### src/rtl/toy_bpu_ras_rcnt.sv
// toy_bpu_ras_rcnt: return-address stack with per-entry repeat counters, kept as a
// speculative copy (predict side) and a committed copy (backend) that restores it on flush.
module toy_bpu_ras_rcnt_next #(
    parameter int AW    = 32,
    parameter int DEPTH = 16,
    parameter int CW    = 3,
    parameter int PW    = 4
) (
    input  logic                       en,
    input  logic                       call,
    input  logic                       ret,
    input  logic [AW-1:0]              ra,
    input  logic [DEPTH-1:0][AW-1:0]   addr,
    input  logic [DEPTH-1:0][CW-1:0]   cnt,
    input  logic [PW:0]                top,
    input  logic [PW:0]                btm,
    output logic [DEPTH-1:0][AW-1:0]   addr_n,
    output logic [DEPTH-1:0][CW-1:0]   cnt_n,
    output logic [PW:0]                top_n,
    output logic [PW:0]                btm_n
);
    logic [PW-1:0] ti;
    logic [PW-1:0] pi;
    logic          full;

    assign ti = top[PW-1:0] - PW'(1);

    // Pop is applied first so a call+ret pushes onto the post-pop stack.
    always_comb begin
        addr_n = addr;
        cnt_n  = cnt;
        top_n  = top;
        btm_n  = btm;
        if (en && ret && top != btm) begin
            if (cnt[ti] != '0) cnt_n[ti] = cnt[ti] - CW'(1);
            else top_n = top - (PW+1)'(1);
        end
        pi   = top_n[PW-1:0] - PW'(1);
        full = top_n[PW-1:0] == btm[PW-1:0] && top_n[PW] != btm[PW];
        if (en && call) begin
            if (top_n != btm && ra == addr[pi] && cnt_n[pi] != '1) cnt_n[pi] = cnt_n[pi] + CW'(1);
            else begin
                addr_n[top_n[PW-1:0]] = ra;
                cnt_n[top_n[PW-1:0]]  = '0;
                btm_n = full ? btm + (PW+1)'(1) : btm;
                top_n = top_n + (PW+1)'(1);
            end
        end
    end
endmodule

module toy_bpu_ras_rcnt #(
    parameter int ADDR_WIDTH = 32,
    parameter int RAS_DEPTH  = 16,
    parameter int CNT_WIDTH  = 3
) (
    input  logic                  clk,
    input  logic                  rst_n,
    input  logic                  pred_vld,
    input  logic                  pred_call,
    input  logic                  pred_ret,
    input  logic [ADDR_WIDTH-1:0] pred_pc,
    input  logic                  pred_is_cext,
    output logic                  top_vld,
    output logic [ADDR_WIDTH-1:0] top_pc,
    input  logic                  cmt_vld,
    input  logic                  cmt_call,
    input  logic                  cmt_ret,
    input  logic [ADDR_WIDTH-1:0] cmt_pc,
    input  logic                  cmt_is_cext,
    input  logic                  flush,
    output logic [15:0]           ovf_cnt
);
    localparam int RAS_PTR_WIDTH = $clog2(RAS_DEPTH);

    logic [RAS_DEPTH-1:0][ADDR_WIDTH-1:0] s_addr, s_addr_n, c_addr, c_addr_n;
    logic [RAS_DEPTH-1:0][CNT_WIDTH-1:0]  s_cnt, s_cnt_n, c_cnt, c_cnt_n;
    logic [RAS_PTR_WIDTH:0]               s_top, s_top_n, s_btm, s_btm_n;
    logic [RAS_PTR_WIDTH:0]               c_top, c_top_n, c_btm, c_btm_n;
    logic [ADDR_WIDTH-1:0]                pred_ra, cmt_ra;
    logic                                 s_en;

    assign pred_ra = pred_pc + (pred_is_cext ? ADDR_WIDTH'(2) : ADDR_WIDTH'(4));
    assign cmt_ra  = cmt_pc + (cmt_is_cext ? ADDR_WIDTH'(2) : ADDR_WIDTH'(4));
    assign s_en    = pred_vld && !flush;

    toy_bpu_ras_rcnt_next #(
        .AW(ADDR_WIDTH), .DEPTH(RAS_DEPTH), .CW(CNT_WIDTH), .PW(RAS_PTR_WIDTH)
    ) u_spec (
        .en(s_en), .call(pred_call), .ret(pred_ret), .ra(pred_ra),
        .addr(s_addr), .cnt(s_cnt), .top(s_top), .btm(s_btm),
        .addr_n(s_addr_n), .cnt_n(s_cnt_n), .top_n(s_top_n), .btm_n(s_btm_n)
    );

    toy_bpu_ras_rcnt_next #(
        .AW(ADDR_WIDTH), .DEPTH(RAS_DEPTH), .CW(CNT_WIDTH), .PW(RAS_PTR_WIDTH)
    ) u_cmt (
        .en(cmt_vld), .call(cmt_call), .ret(cmt_ret), .ra(cmt_ra),
        .addr(c_addr), .cnt(c_cnt), .top(c_top), .btm(c_btm),
        .addr_n(c_addr_n), .cnt_n(c_cnt_n), .top_n(c_top_n), .btm_n(c_btm_n)
    );

    // btm only advances when the oldest entry is dropped, so its movement is the overflow event.
    always_ff @(posedge clk or negedge rst_n) begin
        if (!rst_n) begin
            s_top   <= '0;
            s_btm   <= '0;
            c_top   <= '0;
            c_btm   <= '0;
            ovf_cnt <= '0;
        end else begin
            c_top <= c_top_n;
            c_btm <= c_btm_n;
            s_top <= flush ? c_top_n : s_top_n;
            s_btm <= flush ? c_btm_n : s_btm_n;
            if (s_en && s_btm_n != s_btm && ovf_cnt != 16'hFFFF) ovf_cnt <= ovf_cnt + 16'd1;
        end
    end

    always_ff @(posedge clk) begin
        c_addr <= c_addr_n;
        c_cnt  <= c_cnt_n;
        s_addr <= flush ? c_addr_n : s_addr_n;
        s_cnt  <= flush ? c_cnt_n : s_cnt_n;
    end

    assign top_vld = s_top != s_btm;
    assign top_pc  = top_vld ? s_addr[s_top[RAS_PTR_WIDTH-1:0] - RAS_PTR_WIDTH'(1)] : '0;
endmodule
### config.mk
export PLATFORM = sky130hd
export DESIGN_NAME = toy_bpu_ras_rcnt
export DESIGN_NICKNAME = d
export VERILOG_FILES = /design/src/rtl/toy_bpu_ras_rcnt.sv
export SDC_FILE = /design/constraint.sdc
export NUM_CORES = 2
export LEC_CHECK = 0
export BUFFER_PORTS_ARGS = -buffer_cell sky130_fd_sc_hd__buf_4
export CORE_ASPECT_RATIO = 1.25
export CORE_MARGIN = 3
export CORE_UTILIZATION = 40
export DETAILED_ROUTE_END_ITERATION = 7
export PLACE_DENSITY_LB_ADDON = 0.2
export SYNTH_ARGS = -nofsm -noshare
export SYNTH_HDL_FRONTEND = slang
export SYNTH_SLANG_ARGS = --single-unit
### constraint.sdc
create_clock -name clk -period 13.18 [get_ports clk]
set_input_delay 2.636 -clock clk [delete_from_list [all_inputs] [get_ports clk]]
set_output_delay 2.636 -clock clk [all_outputs]
set_load 0.02 [all_outputs]
; Word level (Yosys, flattened, before mapping)
; Index checks and enable logic that the tools add are counted.
[word_totals]
ff_bits = 1156
out_inout_bits = 49
word_cells = 212
[op_classes]
addsub = 17
order_cmp = 12
eq_ne = 15
mux = 69
bitwise_logic = 4
reduce_logical = 26
[ops]
columns = op, n
row1 = 512-bit 2-to-1 mux, 5
row2 = 512-bit bitwise mux, 2
row3 = 48-bit 2-to-1 mux, 9
row4 = 32-bit binary-select mux with 4-bit select, 3
row5 = 32-bit demux with 4-bit select, 2
row6 = 48-bit bitwise mux, 4
row7 = 32-bit 2-to-1 mux, 6
row8 = 48-bit bitwise AND, 2
row9 = 48-bit inverter, 2
row10 = 5-bit 2-to-1 mux, 16
row11 = 3-bit demux with 4-bit select, 6
row12 = 32-bit by 3-bit adder with 32-bit output, 2
row13 = 32-bit == test, 2
row14 = 3-bit binary-select mux with 4-bit select, 4
row15 = 3-bit 2-to-1 mux, 12
row16 = 4-bit by 5-bit < comparator with 1-bit output (second input constant), 6
row17 = 5-bit != test, 5
row18 = 4-bit by 1-bit >= comparator with 1-bit output (second input constant), 6
row19 = 1-bit logical AND, 21
row20 = 5-bit by 1-bit adder with 5-bit output (second input constant), 4
row21 = 16-bit by 1-bit adder with 16-bit output (second input constant), 1
row22 = 16-bit != test (second input constant), 1
row23 = 4-bit by 1-bit subtractor with 4-bit output (second input constant), 4
row24 = 5-bit by 1-bit subtractor with 5-bit output (second input constant), 2
row25 = 10 further kinds, 16

; Depth between registers and ports, before layout
[depth]
depth_word = 17
ltp_mapped = 41
ltp_nobuf = 29

; Cells and area by module
; Synthesis repeated with hierarchy kept, for this count alone.
[unflattened]
cells_unflattened = 6526
hier_area_um2 = 66956.7
[by_module_without_submodules]
columns = mod, instances, cells_each, area_each_um2, seq_area_each_um2
row1 = toy_bpu_ras_rcnt, 1, 2316, 35684.2, 23322.4
row2 = toy_bpu_ras_rcnt_next at u_cmt, 1, 2117, 15962.8, 0.0
row3 = toy_bpu_ras_rcnt_next at u_spec, 1, 2093, 15309.7, 0.0

; Worst setup path before layout
; OpenSTA, ideal clock, no wires.
[synth_path]
path_type = reg2reg
start = register s_top[0]
end = register s_addr[0] in the netlist's numbering (enable)
setup_ns = 0.466
arrival_time_ns = 9.678
required_ns = 12.714
slack_ns = 3.036
stages_incl_launch_ff = 35
path_buffers = 13
synth_period_minus_slack_ns = 10.144
cell_sequence = dfrtp_1 buf_2 buf_1 buf_1 buf_1 mux4_2 mux4_2 inv_1 ha_1 ha_1 and4b_1 nor2_1 a21o_1 buf_2 nor2_4 buf_4 buf_2 buf_2 clkbuf_1 clkbuf_1 a211oi_1 a21oi_1 o22ai_1 a2111oi_0 ha_1 ha_1 a221o_1 o21bai_1 nand4bb_1 or4_1 buf_2 o31ai_4 buf_2 buf_2 o21ai_0
[synth_between]
elab_chain_cells = 14
word_cells_on_any_way = 30
classes_between = add/sub (4) / order compare (2) / eq/ne (5) / mux (13) / reduce/logical (6)
[synth_lines]
columns = element, line
row1 = "start, declared", 78  ; logic [RAS_PTR_WIDTH:0] s_top, s_top_n, s_btm, s_btm_n;
row2 = "start signal, assigned", 114  ; s_top <= flush ? c_top_n : s_top_n;
row3 = 4-bit by 1-bit subtractor with 4-bit output, 26  ; assign ti = top[PW-1:0] - PW'(1);
row4 = 3-bit binary-select mux with 4-bit select (tied with other cells), 35  ; if (cnt[ti] != '0) cnt_n[ti] = cnt[ti] - CW'(1);
row5 = 3-bit 2-to-1 mux (implied by the code) or 1-bit logical AND (tied branches), 35
row6 = 3-bit nonzero test or 3-bit 2-to-1 mux (tied branches), 35
row7 = 5-bit 2-to-1 mux or 3-bit demux with 4-bit select (tied branches), n/a
row8 = 5-bit 2-to-1 mux or 48-bit bitwise mux (tied branches), "34, 35"
row9 = 4-bit by 1-bit subtractor with 4-bit output or 48-bit 2-to-1 mux (tied branches), "38, 35"
row10 = 32-bit binary-select mux with 4-bit select or 48-bit 2-to-1 mux (tied branches), "41, 34"
row11 = 32-bit 2-to-1 mux (implied by the code) or 3-bit binary-select mux with 4-bit select (tied branches), 41  ; if (top_n != btm && ra == addr[pi] && cnt_n[pi] != '1) cnt_n[pi] = cnt_n[pi] + CW'(1);
row12 = 32-bit == test or 3-bit 2-to-1 mux (tied branches), 41
row13 = 1-bit logical AND or 3-bit != test (tied branches), 41
row14 = 1-bit logical AND (*), 41
row15 = 2-bit != test (no line) (*), n/a
row16 = 2-bit AND reduction (no line) (*), n/a
row17 = "end signal, assigned", 123  ; s_addr <= flush ? c_addr_n : s_addr_n;
row18 = "end, declared", 76  ; logic [RAS_DEPTH-1:0][ADDR_WIDTH-1:0] s_addr, s_addr_n, c_addr, c_addr_n;
; Mark *: on every way between the ends. The rest lies on a longest branch, timed or not. The select of a mux whose other input is x is not followed.
; A chain may end at the register's enable or synchronous reset.

; Final worst setup path
[layout_path]
start = register s_top[0]
end = register s_addr[255] in the netlist's numbering (enable)
; Same word-level chain as after synthesis.

==> results.md <==
* Overall routing resource usage at 0.401
* Die height at 458 um
* Initial antenna violation count at 30
* F_max at 85.9 MHz
* Vias at 61700
* TritonCTS clock tree: done
* Placed cell count at 8295
* Arr. time, crit path at 12.08 ns
* Main synth FF type: dfxtp_1
* Placeable Area at 0.162 mm2
* ANT nets after route at 0
* Outcome: finished, violations left
* Area grow syn2layout at 12.1%
* Root Buffer: clkbuf_16
* Layout cells sized above 1 at 0.186
* R2R Path Start: s_top[0]
* Final core occ at 0.452
* Endpoints failing hold at 0
* Worst setup SP type: flip-flop
* IO Count at 124
* Fin crit period at 11.64 ns
* Final std cells w/o fill at 8554
* Top-count cell post-synth: nand2_1
* Setup TNS at 0 ns
* Drt initial violations at 10800
* DRT Wirelength at 349 mm
* Main area contributors after synthesis: edfxtp_1 (24%), dfxtp_1 (19%), mux4_2 (9.7%), mux2i_1 (4.4%), nand2_1 (4.0%)
* Clock slew at reported path FFs at 0.06 ns
* EDFF count, synth at 512
* DRC viols at 0
* Yosys synthesis warning count at 0
* Max_cap viols at 7
* Yosys top cell area share at 0.235
* CTS Buffer Depth at 3
* Die area at 0.168 mm2
* Rows at 165
* DR pass1 iterations at 7
* Largest net degree at the start of global routing at 172
* Avg Vias per Cell at 7.21
* Port bufs at 123
* Worst hold path type: reg -> reg
* Top cells by count, synth: nand2_1 (703), dfxtp_1 (608), edfxtp_1 (512)
* Measured slew at the worst slew-check pin at 1.64 ns
* Die X at 367 um
* Worst setup path class: reg -> reg
* Inserted Clock Buffers at 119
* Initial Util at 0.403
* Flops & latches, synth at 1156
* Fin crit share at 0.883
* CTS H-tree lvls at 3
* Syn Std Cell Area at 0.0653 mm2
* Synth cell types at 118
* Hold_buf cts at 0
* Failing checks: capacitance limit, slew limit
* Synthesized netlist net count at 6456
* Slew margin rel. at -0.0937
* Reg2reg path depth at 22
* RSZ-0062 raised after global routing: no
* Critical path endpoint: s_addr[255]
* Clk sinks at 1156
* First-pass GRT wire length at 473 mm
* Worst EP required at 13.63 ns
* FF-to-FF setup slack at 1.54 ns
* Worst Path Max Fanout at 29
* Cells after synthesis at 6345
* Post-CTS sizing at 0
* Grt total ovfl at 0
* Post-synthesis sequential area ratio at 0.435
* Post-CTS Setup Repair Bufs at 0
* Crit end category: flip-flop
* Final setup viols at 0
* Asr flop ratio synth at 0.0311
* Hold depth at 2
* Routability congestion estimate at 0.996
* Fin. max-slew vios at 41
* Skew final at 0.0497 ns
* RR Endpoint: s_addr[255]
* DP Wirelength at 221 mm
* Average size of a mapped cell at 10.3 um2
* CP startpoint: s_top[0]
* Area leader, netlist: edfxtp_1
* Vias in the first global route at 58300
* Worst-Skew Late Latency at 0.83 ns
* Nets at 6359
* Mean routed wirelength per cell at 40.8 um
per-layer routing:
layer / global-route usage / vias up / routed length [um]
met5: 0 / - / 165
met4: 0.345 / 20 / 36500
met3: 0.143 / 1722 / 49800
met1: 0.474 / 30200 / 118000
li1: - / 24100 / -
met2: 0.577 / 5659 / 145000
sequential cells by signal, summed over array words and instances, names as in the netlist:
name     count
c_addr     512
c_btm        5
c_cnt       48
c_top        5
ovf_cnt     16
s_addr     512
s_btm        5
s_cnt       48
s_top        5
cell families (layout without fill, tap and decap cells):
kind of cell    Yosys count  in the layout  share of synthesized area
buf+inv                 783            789                     0.0511
simple gates           1704           1704                      0.123
compound gates         1733           1733                      0.186
other cells               0             32                          0
mux                     740            740                      0.170
fa+ha+maj                36             36                    0.00712
xor+xnor                193            193                     0.0269
flops                  1156           1156                      0.435
area by class of cell:
| type | count | area [um2] |
|---|---|---|
| flip-flops and latches | 1156 | 28500 |
| clock inverters | 66 | 596 |
| well taps | 2171 | 2720 |
| diodes | 32 | 80.1 |
| inverters | 172 | 658 |
| multi-input cells | 4406 | 34300 |
| repair buffers | 393 | 3130 |
| fillers | 15200 | 88800 |
| clock buffers | 158 | 3300 |
through the flow:
stage / cell area (um2) / worst slack, ns / hold WS [ns]
after global routing: 73200 / 1.58 / 0.500
after global placement: 69200 / 2.00 / 0.455
after CTS: 73100 / 2.20 / 0.471
after detailed placement: 69200 / 1.92 / 0.463
final: 73200 / 1.54 / 0.472
after floorplan: 65300 / 3.04 / 0.439
critical path, stage by stage (launching register included):
cell and delay (ns):
dfrtp_4 0.97, inv_2 0.30, ha_1 0.40, xor2_4 0.69, mux4_2 0.60, inv_1 0.08, ha_1 0.21, ha_1 0.34
and2_1 0.22, o211ai_1 0.13, and3_1 0.52, o211ai_4 0.88, nor2_1 0.58, buf_4 0.41, a32o_1 0.26, a2111oi_1 1.20
xnor2_1 0.40, nor4_1 0.38, nand3_1 0.50, o31ai_4 0.38, buf_4 0.60, o21ai_4 0.48, buf_4 0.51
placed cells by master, fill, tap and decap left out, types with 37 or more instances in the layout:
master / instances
a21o_1: 37
mux2_2: 147
mux4_2: 280
inv_1: 168
a21oi_1: 205
o22ai_1: 153
dfxtp_1: 608
a22o_1: 39
mux2i_1: 283
nand4_1: 84
o221ai_1: 61
o211ai_1: 41
xnor2_1: 108
xor2_1: 64
nor3_1: 92
buf_4: 377
edfxtp_1: 512
a211oi_1: 136
o21ai_0: 404
and3_1: 101
and2_1: 49
a22oi_1: 45
nor2_1: 290
o2bb2ai_1: 249
clkbuf_16: 122
nand3_1: 196
nand2_1: 689
worst min-delay path by stage:
stage	startpoint	endpoint	slack, ns
3_3_place_gp	c_addr[231]	c_addr[231]	0.45
4_1_cts	c_addr[457]	c_addr[457]	0.47
6_report	c_addr[457]	c_addr[457]	0.47
3_5_place_dp	c_addr[457]	c_addr[457]	0.46
5_1_grt	c_addr[280]	c_addr[280]	0.50
2_1_floorplan	c_addr[232]	c_addr[232]	0.44
Power is left out: the tool's default activity adds up to more than one toggle a clock period on the data nets, which glitch-free logic cannot reach.
